## config.mk

```make
export PLATFORM = sky130hd
export DESIGN_NAME = atm_disp_scan
export DESIGN_NICKNAME = d
export VERILOG_FILES = /design/src/rtl/atm_pkg.sv /design/src/rtl/atm_slot_timer.sv /design/src/rtl/atm_disp_scan.sv
export SDC_FILE = /design/constraint.sdc
export NUM_CORES = 1
export LEC_CHECK = 0
export ABC_CLOCK_PERIOD_IN_PS = 5200
export CAP_MARGIN = 20
export CORE_ASPECT_RATIO = 0.8
export CORE_MARGIN = 2
export CORE_UTILIZATION = 40
export CTS_CLUSTER_DIAMETER = 50
export CTS_CLUSTER_SIZE = 25
export DETAILED_ROUTE_END_ITERATION = 8
export PLACE_DENSITY_LB_ADDON = 0.08
export SLEW_MARGIN = 20
export SYNTH_ARGS = -nofsm -noshare
export SYNTH_HDL_FRONTEND = slang
export SYNTH_SLANG_ARGS = --single-unit
```

## constraint.sdc

```tcl
create_clock -name clk -period 5.2 [get_ports clk]
set_input_delay 0.78 -clock clk [delete_from_list [all_inputs] [get_ports clk]]
set_output_delay 0.78 -clock clk [all_outputs]
set_load 0.005 [all_outputs]
```

## src/rtl/atm_pkg.sv

```systemverilog
// Shared display constants for the ATM controller and the 7-segment scanner.
// Segment codes are abcdefg, with bit6 = a and 0 = segment lit.
package atm_pkg;

    localparam logic [6:0] SEG_BLANK = 7'b1111111;
    localparam logic [3:0] AN_OFF    = 4'b1111;

    // Hex digit fonts plus a dash, shared so both blocks agree on the codes
    localparam logic [6:0] SEG_0    = 7'b0000001;
    localparam logic [6:0] SEG_1    = 7'b1001111;
    localparam logic [6:0] SEG_2    = 7'b0010010;
    localparam logic [6:0] SEG_3    = 7'b0000110;
    localparam logic [6:0] SEG_4    = 7'b1001100;
    localparam logic [6:0] SEG_5    = 7'b0100100;
    localparam logic [6:0] SEG_6    = 7'b0100000;
    localparam logic [6:0] SEG_7    = 7'b0001111;
    localparam logic [6:0] SEG_8    = 7'b0000000;
    localparam logic [6:0] SEG_9    = 7'b0000100;
    localparam logic [6:0] SEG_A    = 7'b0001000;
    localparam logic [6:0] SEG_B    = 7'b1100000;
    localparam logic [6:0] SEG_C    = 7'b0110001;
    localparam logic [6:0] SEG_D    = 7'b1000010;
    localparam logic [6:0] SEG_E    = 7'b0110000;
    localparam logic [6:0] SEG_F    = 7'b0111000;
    localparam logic [6:0] SEG_DASH = 7'b1111110;

    typedef enum logic {
        PH_BLANK,
        PH_DRIVE
    } phase_t;

    // Active-low one-hot anode pattern for a slot (slot 3 = leftmost digit)
    function automatic logic [3:0] an_select(input logic [1:0] slot);
        an_select = ~(4'b0001 << slot);
    endfunction

endpackage

```

## src/rtl/atm_slot_timer.sv

```systemverilog
// Slot timer for the display scanner: counts REFRESH_DIV cycles per digit
// slot, steps the slot 3 -> 2 -> 1 -> 0 -> 3, decodes the blank/drive phase
// and flags the first cycle of each frame.
module atm_slot_timer
    import atm_pkg::*;
#(
    parameter int REFRESH_DIV  = 50000,
    parameter int BLANK_CYCLES = 64
) (
    input  logic       clk,
    input  logic       rst,
    output logic [1:0] o_slot,
    output phase_t     o_phase,
    output logic       o_frame_tick
);

    localparam int CW = $clog2(REFRESH_DIV);
    localparam logic [CW-1:0] CNT_LAST  = CW'(REFRESH_DIV - 1);
    localparam logic [CW-1:0] CNT_BLANK = CW'(BLANK_CYCLES);

    logic [CW-1:0] r_cnt;
    logic [1:0]    r_slot;

    // Cycle counter within the slot; the wrap advances to the next digit
    always_ff @(posedge clk or posedge rst) begin
        if (rst) begin
            r_cnt  <= '0;
            r_slot <= 2'd3;
        end else if (r_cnt == CNT_LAST) begin
            r_cnt  <= '0;
            r_slot <= r_slot - 2'd1;
        end else begin
            r_cnt  <= r_cnt + CW'(1);
        end
    end

    assign o_slot  = r_slot;
    assign o_phase = (r_cnt < CNT_BLANK) ? PH_BLANK : PH_DRIVE;
    // Kept low during reset so nothing downstream sees a spurious frame start
    assign o_frame_tick = ~rst && (r_slot == 2'd3) && (r_cnt == '0);

endmodule

```

## src/rtl/atm_disp_scan.sv

```systemverilog
// Time-multiplexed scanner for the BASYS2 4-digit 7-segment display.
// Snapshots all four digit codes once per frame, then drives one digit per
// slot with a leading blank gap to suppress ghosting.
// Optional whole-display blink: define ATM_DISP_BLINK_EN.
module atm_disp_scan
    import atm_pkg::*;
#(
    parameter int REFRESH_DIV  = 50000,
    parameter int BLANK_CYCLES = 64,
    parameter int BLINK_FRAMES = 128
) (
    input  logic       clk,
    input  logic       rst,
    input  logic [6:0] digit4,
    input  logic [6:0] digit3,
    input  logic [6:0] digit2,
    input  logic [6:0] digit1,
    input  logic       blink,
    output logic [6:0] seg,
    output logic [3:0] an,
    output logic       dp,
    output logic       frame_tick
);

    logic [1:0]      w_slot;
    phase_t          w_phase;
    logic            w_frame_tick;
    logic            w_dark;
    logic [3:0][6:0] r_snap;
    logic [6:0]      r_seg;
    logic [3:0]      r_an;

    atm_slot_timer #(
        .REFRESH_DIV  (REFRESH_DIV),
        .BLANK_CYCLES (BLANK_CYCLES)
    ) u_timer (
        .clk          (clk),
        .rst          (rst),
        .o_slot       (w_slot),
        .o_phase      (w_phase),
        .o_frame_tick (w_frame_tick)
    );

    // Capture all four codes together so a frame never mixes old and new
    always_ff @(posedge clk or posedge rst) begin
        if (rst) begin
            r_snap <= {4{SEG_BLANK}};
        end else if (w_frame_tick) begin
            r_snap <= {digit4, digit3, digit2, digit1};
        end
    end

`ifdef ATM_DISP_BLINK_EN
    localparam int FW = $clog2(BLINK_FRAMES);
    localparam logic [FW-1:0] FRAME_LAST = FW'(BLINK_FRAMES - 1);
    localparam logic [FW-1:0] FRAME_HALF = FW'(BLINK_FRAMES / 2);

    logic [FW-1:0] r_frame_cnt;

    // Frame counter for the blink period; restarts whenever blink drops
    always_ff @(posedge clk or posedge rst) begin
        if (rst) begin
            r_frame_cnt <= '0;
        end else if (!blink) begin
            r_frame_cnt <= '0;
        end else if (w_frame_tick) begin
            r_frame_cnt <= (r_frame_cnt == FRAME_LAST) ? '0 : r_frame_cnt + FW'(1);
        end
    end

    // Second half of each blink period keeps the anodes off
    assign w_dark = blink && (r_frame_cnt >= FRAME_HALF);
`else
    // Blink is not built in: absorb the input and period parameter
    localparam int unused_blink_frames = BLINK_FRAMES;
    logic w_unused_blink;
    assign w_unused_blink = blink;
    assign w_dark         = 1'b0;
`endif

    // Registered anode/cathode drive from the pre-edge slot, phase and snapshot
    always_ff @(posedge clk or posedge rst) begin
        if (rst) begin
            r_an  <= AN_OFF;
            r_seg <= SEG_BLANK;
        end else if (w_phase == PH_BLANK || w_dark) begin
            r_an  <= AN_OFF;
            r_seg <= SEG_BLANK;
        end else begin
            r_an  <= an_select(w_slot);
            r_seg <= r_snap[w_slot];
        end
    end

    assign an         = r_an;
    assign seg        = r_seg;
    assign dp         = 1'b1;
    assign frame_tick = w_frame_tick;

endmodule
```

==> results of run 1 <==
==> metal layers <==
metal	vias up	GRT usage [%]	part of all wire (%)
li1	730	-	-
met2	57	24.6	49
met3	2	6.13	6.3
met1	804	19.7	44
met5	-	0	0
met4	0	4.78	0.38
==> worst register-to-register path, stage by stage (launching register included) <==
cell	delay (ns)
dfrtp_1	0.44
or4_1	0.60
nor4_4	0.47
and4_4	0.64
mux2_2	0.41
==> report_power, final <==
| part | internal [uW] | leakage [uW] | total, uW | switching, uW |
|---|---|---|---|---|
| logic | 19.6 | 0.000591 | 31.2 | 11.5 |
| registers | 445 | 0.000634 | 445 | 0 |
| clock network | 197 | 0.0000932 | 359 | 162 |
==> layout by cell type, fill, tap and decap left out, types with 4 or more instances in the layout <==
master           Yosys  final
mux2_2              19     19
nor3_1               4      4
xnor2_1             10     10
clkdlybuf4s50_1      0     41
nand4_1              4      4
dfstp_2             41     41
clkbuf_8             0     11
dfrtp_1             16     16
or2_2                7      7
nand2_1              6      6
nor4_1               4      4
ha_1                 6      6
mux4_2               7      7
mux2_4               9      9
xor2_1               5      5
inv_1                8      7
nand3_1              6      6
nor2_1              13     13
==> cell families after synthesis <==
| family | count (synthesis) | synth area share (%) |
|---|---|---|
| XOR/XNOR | 15 | 5.06 |
| adder cells (fa/ha/maj) | 6 | 2.89 |
| buffers and inverters | 15 | 3.71 |
| flip-flops | 57 | 56.9 |
| multiplexers | 36 | 19.9 |
| other | 1 | 0.144 |
| AND/OR/NAND/NOR | 52 | 11.4 |
==> state kept, by name, summed over array words and instances, names as in the netlist <==
register and cells:
u_timer.o_slot 2, an 4, r_snap 28, u_timer.r_cnt 16
seg 7
==> cell type report <==
| cell class | instances | share of cell area (%) |
|---|---|---|
| multi-input combinational | 110 | 31.6 |
| timing repair buffer | 43 | 13.1 |
| clock inverter | 3 | 0.464 |
| clock buffer | 13 | 4.91 |
| inverter | 8 | 0.928 |
| sequential | 57 | 45.7 |
| tap | 84 | 3.25 |
==> stage by stage <==
| stage | setup WS (ns) | util, % | total power (uW) |
|---|---|---|---|
| finish | 1.32 | 51.0 | 835 |
| global route | 1.14 | 51.0 | 878 |
| CTS | 1.27 | 51.0 | 849 |
| detailed placement | 1.65 | 48.3 | 484 |
| global placement | 1.67 | 48.3 | 483 |
| floorplan | 1.74 | - | 459 |
==> worst max-delay path by stage <==
| stage | startpoint | endpoint | slack, ns | depth (start not counted) |
|---|---|---|---|---|
| 6_report | u_timer.r_cnt[8] | frame_tick | 1.32 | 4 |
| 5_1_grt | u_timer.r_cnt[9] | frame_tick | 1.14 | 4 |
| 4_1_cts | u_timer.r_cnt[8] | frame_tick | 1.27 | 4 |
| 3_5_place_dp | u_timer.r_cnt[10] | frame_tick | 1.65 | 4 |
| 3_3_place_gp | u_timer.r_cnt[10] | frame_tick | 1.67 | 4 |
| 2_1_floorplan | rst | frame_tick | 1.74 | 4 |
==> run summary, run 1 <==
total of max-cap violations = 0
via count = 1593
fmax = 258 MHz
# rows = 26
max_slew headroom = 44.9%
worst hold slack = 0.504 ns
number of global-route vias before repair = 1733
gpl congestion = 0.775
cell count after placement = 302
synth top area cells = dfstp_2 (41%), dfrtp_1 (15%), mux2_2 (8.2%)
CP Data Required Time = 4.42 ns
antenna violations before repair = 0
Arrival @ worst endpoint = 3.10 ns
LEAKAGE = 0.00132 uW
CP delay by family, top = simple AND/OR/NAND/NOR gates
Nets = 266
cell count after synthesis = 182
Layout Cells excl Fill = 318
routed len/inst = 15.6 um
post-synth top area share = 41.5%
PortBufs = 41
clock skew = 0.00676 ns
Clock transition at path regs = 0.06 ns
dominant cell type by area after synthesis = dfstp_2
Reg-to-Reg End = r_snap[11]
share of cells above drive strength 1 = 44.0%
sum of negative setup slack = 0 ns
min Tclk post-route = 3.88 ns
syn nets = 219
Reg2Reg Depth = 4
crit path kind = flop to primary output
ys async rst share = 100%
Iter 0 DRT Violations = 55
core footprint = 6340 um^2
Yosys reg bits = 57
Synth Flop Type = dfstp_2
most frequent cell after synthesis = dfstp_2
Mapped Area = 2600 um^2
HP Start = u_timer.r_cnt[0]
Worst Hold Class = flop to flop
RSZ-0062 raised after global routing = false
crit-path cells = or4_1, nor4_4, and4_4, clkdlybuf4s50_1
Setup Fix Bufs, Post-CTS = 0
WP buf/inv = 1
n_diodes = 0
multi-input combinational cell area = 1020 um^2
IO Count = 44
post-route ant nets = 0
crit-path max FO = 29
CTS tree = yes
maximum VDD drop = 0.000110 V
WL final = 4980 um
worst hold path depth = 1
pin count of the biggest net entering global routing = 58
Reg-to-Reg Start = u_timer.r_cnt[8]
Max clock buf depth = 2
slowest CP cell = and4_4
post-route clock period utilization = 74.6%
worst skew pair latency = 0.33 ns
Power Dens Cells = 258 nW/um^2
Via density = 5.01
Area growth syn-to-layout = 24.6%
CTS Sinks = 57
Seq/Total Area, Yosys = 56.9%
status = finished, final reports clean
die width = 94.1 um
r2r setup slk = 2.56 ns
Critical Path Max Stage Delay = 0.64 ns
global-route usage over all layers = 15.6%
DRC errors left = 0
Hold Buf Count CTS = 0
grt ovf = 0
max-slew violations = 0
Final Hold Viols = 0
post-synth cell types = 28
total die area = 7160 um^2
syn_area_per_cell = 14.3 um^2
Design Area, Final = 3240 um^2
FF/Latch Area = 1480 um^2
first-pass GRT wire length = 8530 um
DP HPWL = 3270 um
Max H-tree Level = 3
CP startpoint kind = flop
post_cts resized = 0
CP endpoint kind = primary output
Post-synth top cells = dfstp_2 (41), mux2_2 (19), dfrtp_1 (16)
TritonRoute pass-1 iters = 4
Initial Util = 40.9%
Die H = 76.1 um
Yosys warnings = 0
Post-synth EDFFs = 0
WHS Endpoint = u_timer.r_cnt[0]
CTS root buffer = clkbuf_8
dpl cell area = 3060 um^2
CTS buffer count = 9
setup violators final = 0
Slew @ Worst Pin = 0.818 ns
fillcell total = 561
Power figures use the tool's default switching activity.
==> run 2: changes to the inputs <==
- ABC_CLOCK_PERIOD_IN_PS: 5200 -> 3700
- clock period: 5.2 -> 3.7 ns (I/O delays scaled with it)
==> run 2 against run 1 <==
Net effect: core utilization up 0.77 points; die area is the same; wire length shrank 4.3%; global-route usage shrank 0.33 points; largest power group unchanged; largest cell class unchanged; via count shrank 2.8%; clock skew up 0.00062 ns; count of clock-buffer cells in the layout is 1 higher.
==> run summary, run 2 (synthesis results as in run 1) <==
Area growth syn-to-layout = 26.4%
CP startpoint kind = flop
Nets = 268
post-route clock period utilization = 82.5%
r2r setup slk = 1.19 ns
sum of negative setup slack = 0 ns
Via density = 4.84
fmax = 328 MHz
gpl congestion = 0.755
die width = 94.1 um
worst hold slack = 0.510 ns
pin count of the biggest net entering global routing = 58
CP endpoint kind = primary output
setup violators final = 0
min Tclk post-route = 3.05 ns
pre-CTS setup slack = 0.994 ns
total of max-cap violations = 0
max_slew headroom = 54.0%
fillcell total = 558
n_diodes = 0
WL final = 4760 um
Largest Register = r_snap
post_cts resized = 0
via count = 1549
status = finished, final reports clean
share of cells above drive strength 1 = 44.5%
Setup Fix Bufs, Post-CTS = 0
DRC errors left = 0
CTS Sinks = 57
global-route usage over all layers = 15.2%
Arrival @ worst endpoint = 2.50 ns
DP HPWL = 3300 um
TritonRoute pass-1 iters = 4
Slew @ Worst Pin = 0.690 ns
worst skew pair latency = 0.33 ns
CP startpoint = u_timer.r_cnt[10]
CP Data Required Time = 3.14 ns
Max H-tree Level = 3
cell count after placement = 304
maximum VDD drop = 0.000192 V
Die H = 76.1 um
post-route ant nets = 0
Power Dens Cells = 384 nW/um^2
number of global-route vias before repair = 1626
antenna violations before repair = 0
clock skew = 0.00738 ns
Hold Buf Count CTS = 0
Iter 0 DRT Violations = 68
total die area = 7160 um^2
Reg2Reg Depth = 6
worst hold path depth = 1
core footprint = 6340 um^2
multi-input combinational cell area = 1020 um^2
FF/Latch Area = 1480 um^2
HP Start = u_timer.r_cnt[10]
LEAKAGE = 0.00134 uW
crit-path max FO = 8
IO Count = 44
grt ovf = 0
Final Hold Viols = 0
RSZ-0062 raised after global routing = false
final worst slack = 0.647 ns
PortBufs = 41
most frequent cells in the layout = dfstp_2 (41), clkdlybuf4s50_1 (41), mux2_2 (19), dfrtp_1 (16), nor2_1 (13)
Initial Util = 40.9%
Reg-to-Reg Start = u_timer.r_cnt[10]
max-slew violations = 0
routed len/inst = 14.9 um
WHS Endpoint = u_timer.r_cnt[10]
CTS root buffer = clkbuf_8
first-pass GRT wire length = 8250 um
crit path kind = flop to primary output
Worst Hold Class = flop to flop
max reg flops = 28
# rows = 26
CTS buffer count = 9
Max clock buf depth = 2
Clock transition at path regs = 0.06 ns
CTS tree = yes
Reg-to-Reg End = r_snap[7]
Layout Cells excl Fill = 320
==> run 2: changes by cell type in the layout (fill, tap and decap cells not counted) <==
cell,previous run,this run
buf_4,2,4
bufinv_16,0,1
clkbuf_8,11,12
clkinv_2,3,1
==> run 2: worst max-delay path, stage by stage (launching register included) <==
cell             delay, ns
dfrtp_1               0.41
or4_4                 0.58
nor4_4                0.22
buf_4                 0.20
and4_4                0.24
clkdlybuf4s50_1       0.51
==> run 2: metrics by stage <==
step           power (uW)  util, %  instance area (um^2)
2_1_floorplan         645        -                  2600
3_3_place_gp          680     48.5                  3080
3_5_place_dp          681     48.5                  3080
4_1_cts              1280     51.8                  3280
5_1_grt              1320     51.8                  3280
6_report             1260     51.8                  3280
==> run 2: how the worst max path moves through the flow <==
| stage | to | slack, ns |
|---|---|---|
| floorplan | frame_tick | 0.69 |
| global placement | frame_tick | 1.01 |
| detailed placement | frame_tick | 0.99 |
| CTS | frame_tick | 0.62 |
| global route | frame_tick | 0.55 |
| finish | frame_tick | 0.65 |
==> run 2: layer usage <==
layer	GRT usage, %	vias to the layer above	routed length, um
met1	20.4	762	2220
met2	22.2	53	2150
met5	0	-	0
li1	-	730	-
met3	7.12	4	356
met4	4.35	0	38
==> run 2: area by class of cell <==
class,instances,share of cell area [%]
flip-flops and latches,57,45.0
multi-input cells,110,31.2
repair buffers,45,13.4
clock buffers,14,5.26
well taps,84,3.20
clock inverters,2,1.07
inverters,8,0.914
==> run 2: report_power, final <==
part | switching, uW | leakage (uW) | internal, uW
Sequential | 0 | 0.000634 | 626
Combinational | 16.6 | 0.000601 | 27.6
Clock | 226 | 0.000107 | 366
Total | 243 | 0.00134 | 1020
==> run 3: changes to the inputs <==
- ABC_CLOCK_PERIOD_IN_PS: 3700 -> 2600
- clock period: 3.7 -> 2.6 ns (I/O delays scaled with it)
==> run 3 against run 2 <==
Net effect: global-route usage up 0.36 points; core utilization up 1.3 points; first-iteration DRC count up 2.9%; critical path depth down 1; non-clock buffer count up 6; register-to-register slack worse by 0.92 ns; sequential share of layout area down 1.1 points; clock skew down 0.0021 ns; sequential power up 42%; sequential cell count unchanged; combinational power up 43%; critical path type unchanged; largest cell class unchanged.
==> run summary, run 3 (synthesis results as in run 1) <==
combinational fraction of design power = 3.3%
Area growth syn-to-layout = 29.6%
Slew @ Worst Pin = 0.692 ns
Hold Buf Count CTS = 0
sum of negative setup slack = 0 ns
internal power = 1550 uW
met1 WL = 2310 um
top sig layer = met4
Clk pwr share = 50.3%
Initial Util = 40.9%
number of global-route vias before repair = 1669
post-route ant nets = 0
total of max-cap violations = 0
Arrival @ worst endpoint = 2.04 ns
CP endpoint kind = primary output
WL final = 4940 um
final worst slack = 0.166 ns
worst skew pair latency = 0.33 ns
post-route clock period utilization = 93.6%
RSZ-0062 raised after global routing = false
worst hold path depth = 1
CTS tree = yes
fillcell total = 556
metal2 WL = 2320 um
PortBufs = 41
antenna violations before repair = 0
Via density = 4.95
Worst Hold Class = flop to flop
gpl congestion = 0.772
CP Data Required Time = 2.21 ns
IO Count = 44
Iter 0 DRT Violations = 70
TritonRoute pass-1 iters = 4
status = finished, final reports clean
n_diodes = 0
pre-CTS setup slack = 0.218 ns
Reg power frac = 46.5%
FF/Latch Area = 1480 um^2
clock skew = 0.00524 ns
Clock transition at path regs = 0.06 ns
crit path kind = flop to primary output
multi-input combinational cell area = 1030 um^2
# rows = 26
global-route usage over all layers = 15.6%
NetSw = 368 uW
Largest Register = r_snap
routed len/inst = 15.1 um
die width = 94.1 um
DP HPWL = 3400 um
Max H-tree Level = 3
DRC errors left = 0
Nets = 274
fmax = 411 MHz
Reg2Reg Depth = 5
crit-path max FO = 3
worst hold slack = 0.509 ns
met3 WL = 257 um
grt ovf = 0
maximum VDD drop = 0.000326 V
share of cells above drive strength 1 = 47.1%
total die area = 7160 um^2
most frequent cells in the layout = dfstp_2 (41), clkdlybuf4s50_1 (40), mux2_2 (19), dfrtp_1 (16), nor2_1 (13)
pin count of the biggest net entering global routing = 58
first-pass GRT wire length = 8430 um
CTS root buffer = clkbuf_8
Final Hold Viols = 0
CTS buffer count = 9
Power Dens Cells = 569 nW/um^2
Max clock buf depth = 2
core footprint = 6340 um^2
max_slew headroom = 53.8%
CTS Sinks = 57
most common cell after layout, fill and taps aside = dfstp_2
LEAKAGE = 0.00139 uW
CP startpoint kind = flop
via count = 1615
max-slew violations = 0
min Tclk post-route = 2.43 ns
setup violators final = 0
switching portion of total power = 19.2%
Die H = 76.1 um
max reg flops = 28
[run 3: layout make-up]
class | count | area share (%)
inverter | 8 | 1.00
sequential | 57 | 43.9
clock inverter | 5 | 2.23
clock buffer | 11 | 4.83
multi-input combinational | 110 | 30.5
timing repair buffer | 51 | 14.4
tap | 84 | 3.12
[run 3: per-stage QoR]
stage	total power, uW	area [um^2]	util [%]	cells
finish	1920	3370	53.1	326
detailed placement	969	3100	48.9	307
global placement	967	3100	48.9	307
global route	2000	3370	53.1	326
CTS	1950	3370	53.1	326
floorplan	919	2600	-	182
[run 3: power by group through the flow]
stage	Combinational (uW)	Clock [uW]	Sequential, uW
global route	69.9	1040	890
CTS	65.4	992	890
finish	63.0	963	890
detailed placement	64.9	0	904
floorplan	14.8	0	904
global placement	62.6	0	904
[run 3: layer usage]
layer | track usage (%) | vias to the layer above
li1 | - | 743
met1 | 20.9 | 824
met2 | 23.3 | 43
met3 | 6.73 | 5
met4 | 4.35 | 0
met5 | 0 | -
[run 3: repair_timing]
item / in CTS / in global routing
endpoints found under the hold margin: 0 / 0
setup endpoints to repair: 1 / 0
buffers inserted: 3 / 0
resized for setup: 2 / 0
[run 3: path summary, 6_finish.rpt]
| path | slack, ns | to | start |
|---|---|---|---|
| worst min-delay path | 0.51 | u_timer.r_cnt[0] | u_timer.r_cnt[0] |
| worst max-delay path | 0.17 | frame_tick | u_timer.r_cnt[10] |
| max in group asynchronous | 1.46 | u_timer.r_cnt[9] | rst |
| worst min register to register | 0.51 | u_timer.r_cnt[0] | u_timer.r_cnt[0] |
| worst max register to register | 0.27 | r_snap[17] | u_timer.r_cnt[10] |
| min in group asynchronous | 0.66 | u_timer.r_cnt[11] | rst |
[run 3: worst max-delay path, stage by stage (launching register included)]
cell	delay, ns
dfrtp_1	0.38
or4_4	0.57
nor4_4	0.25
and4_4	0.27
dlygate4sd2_1	0.24
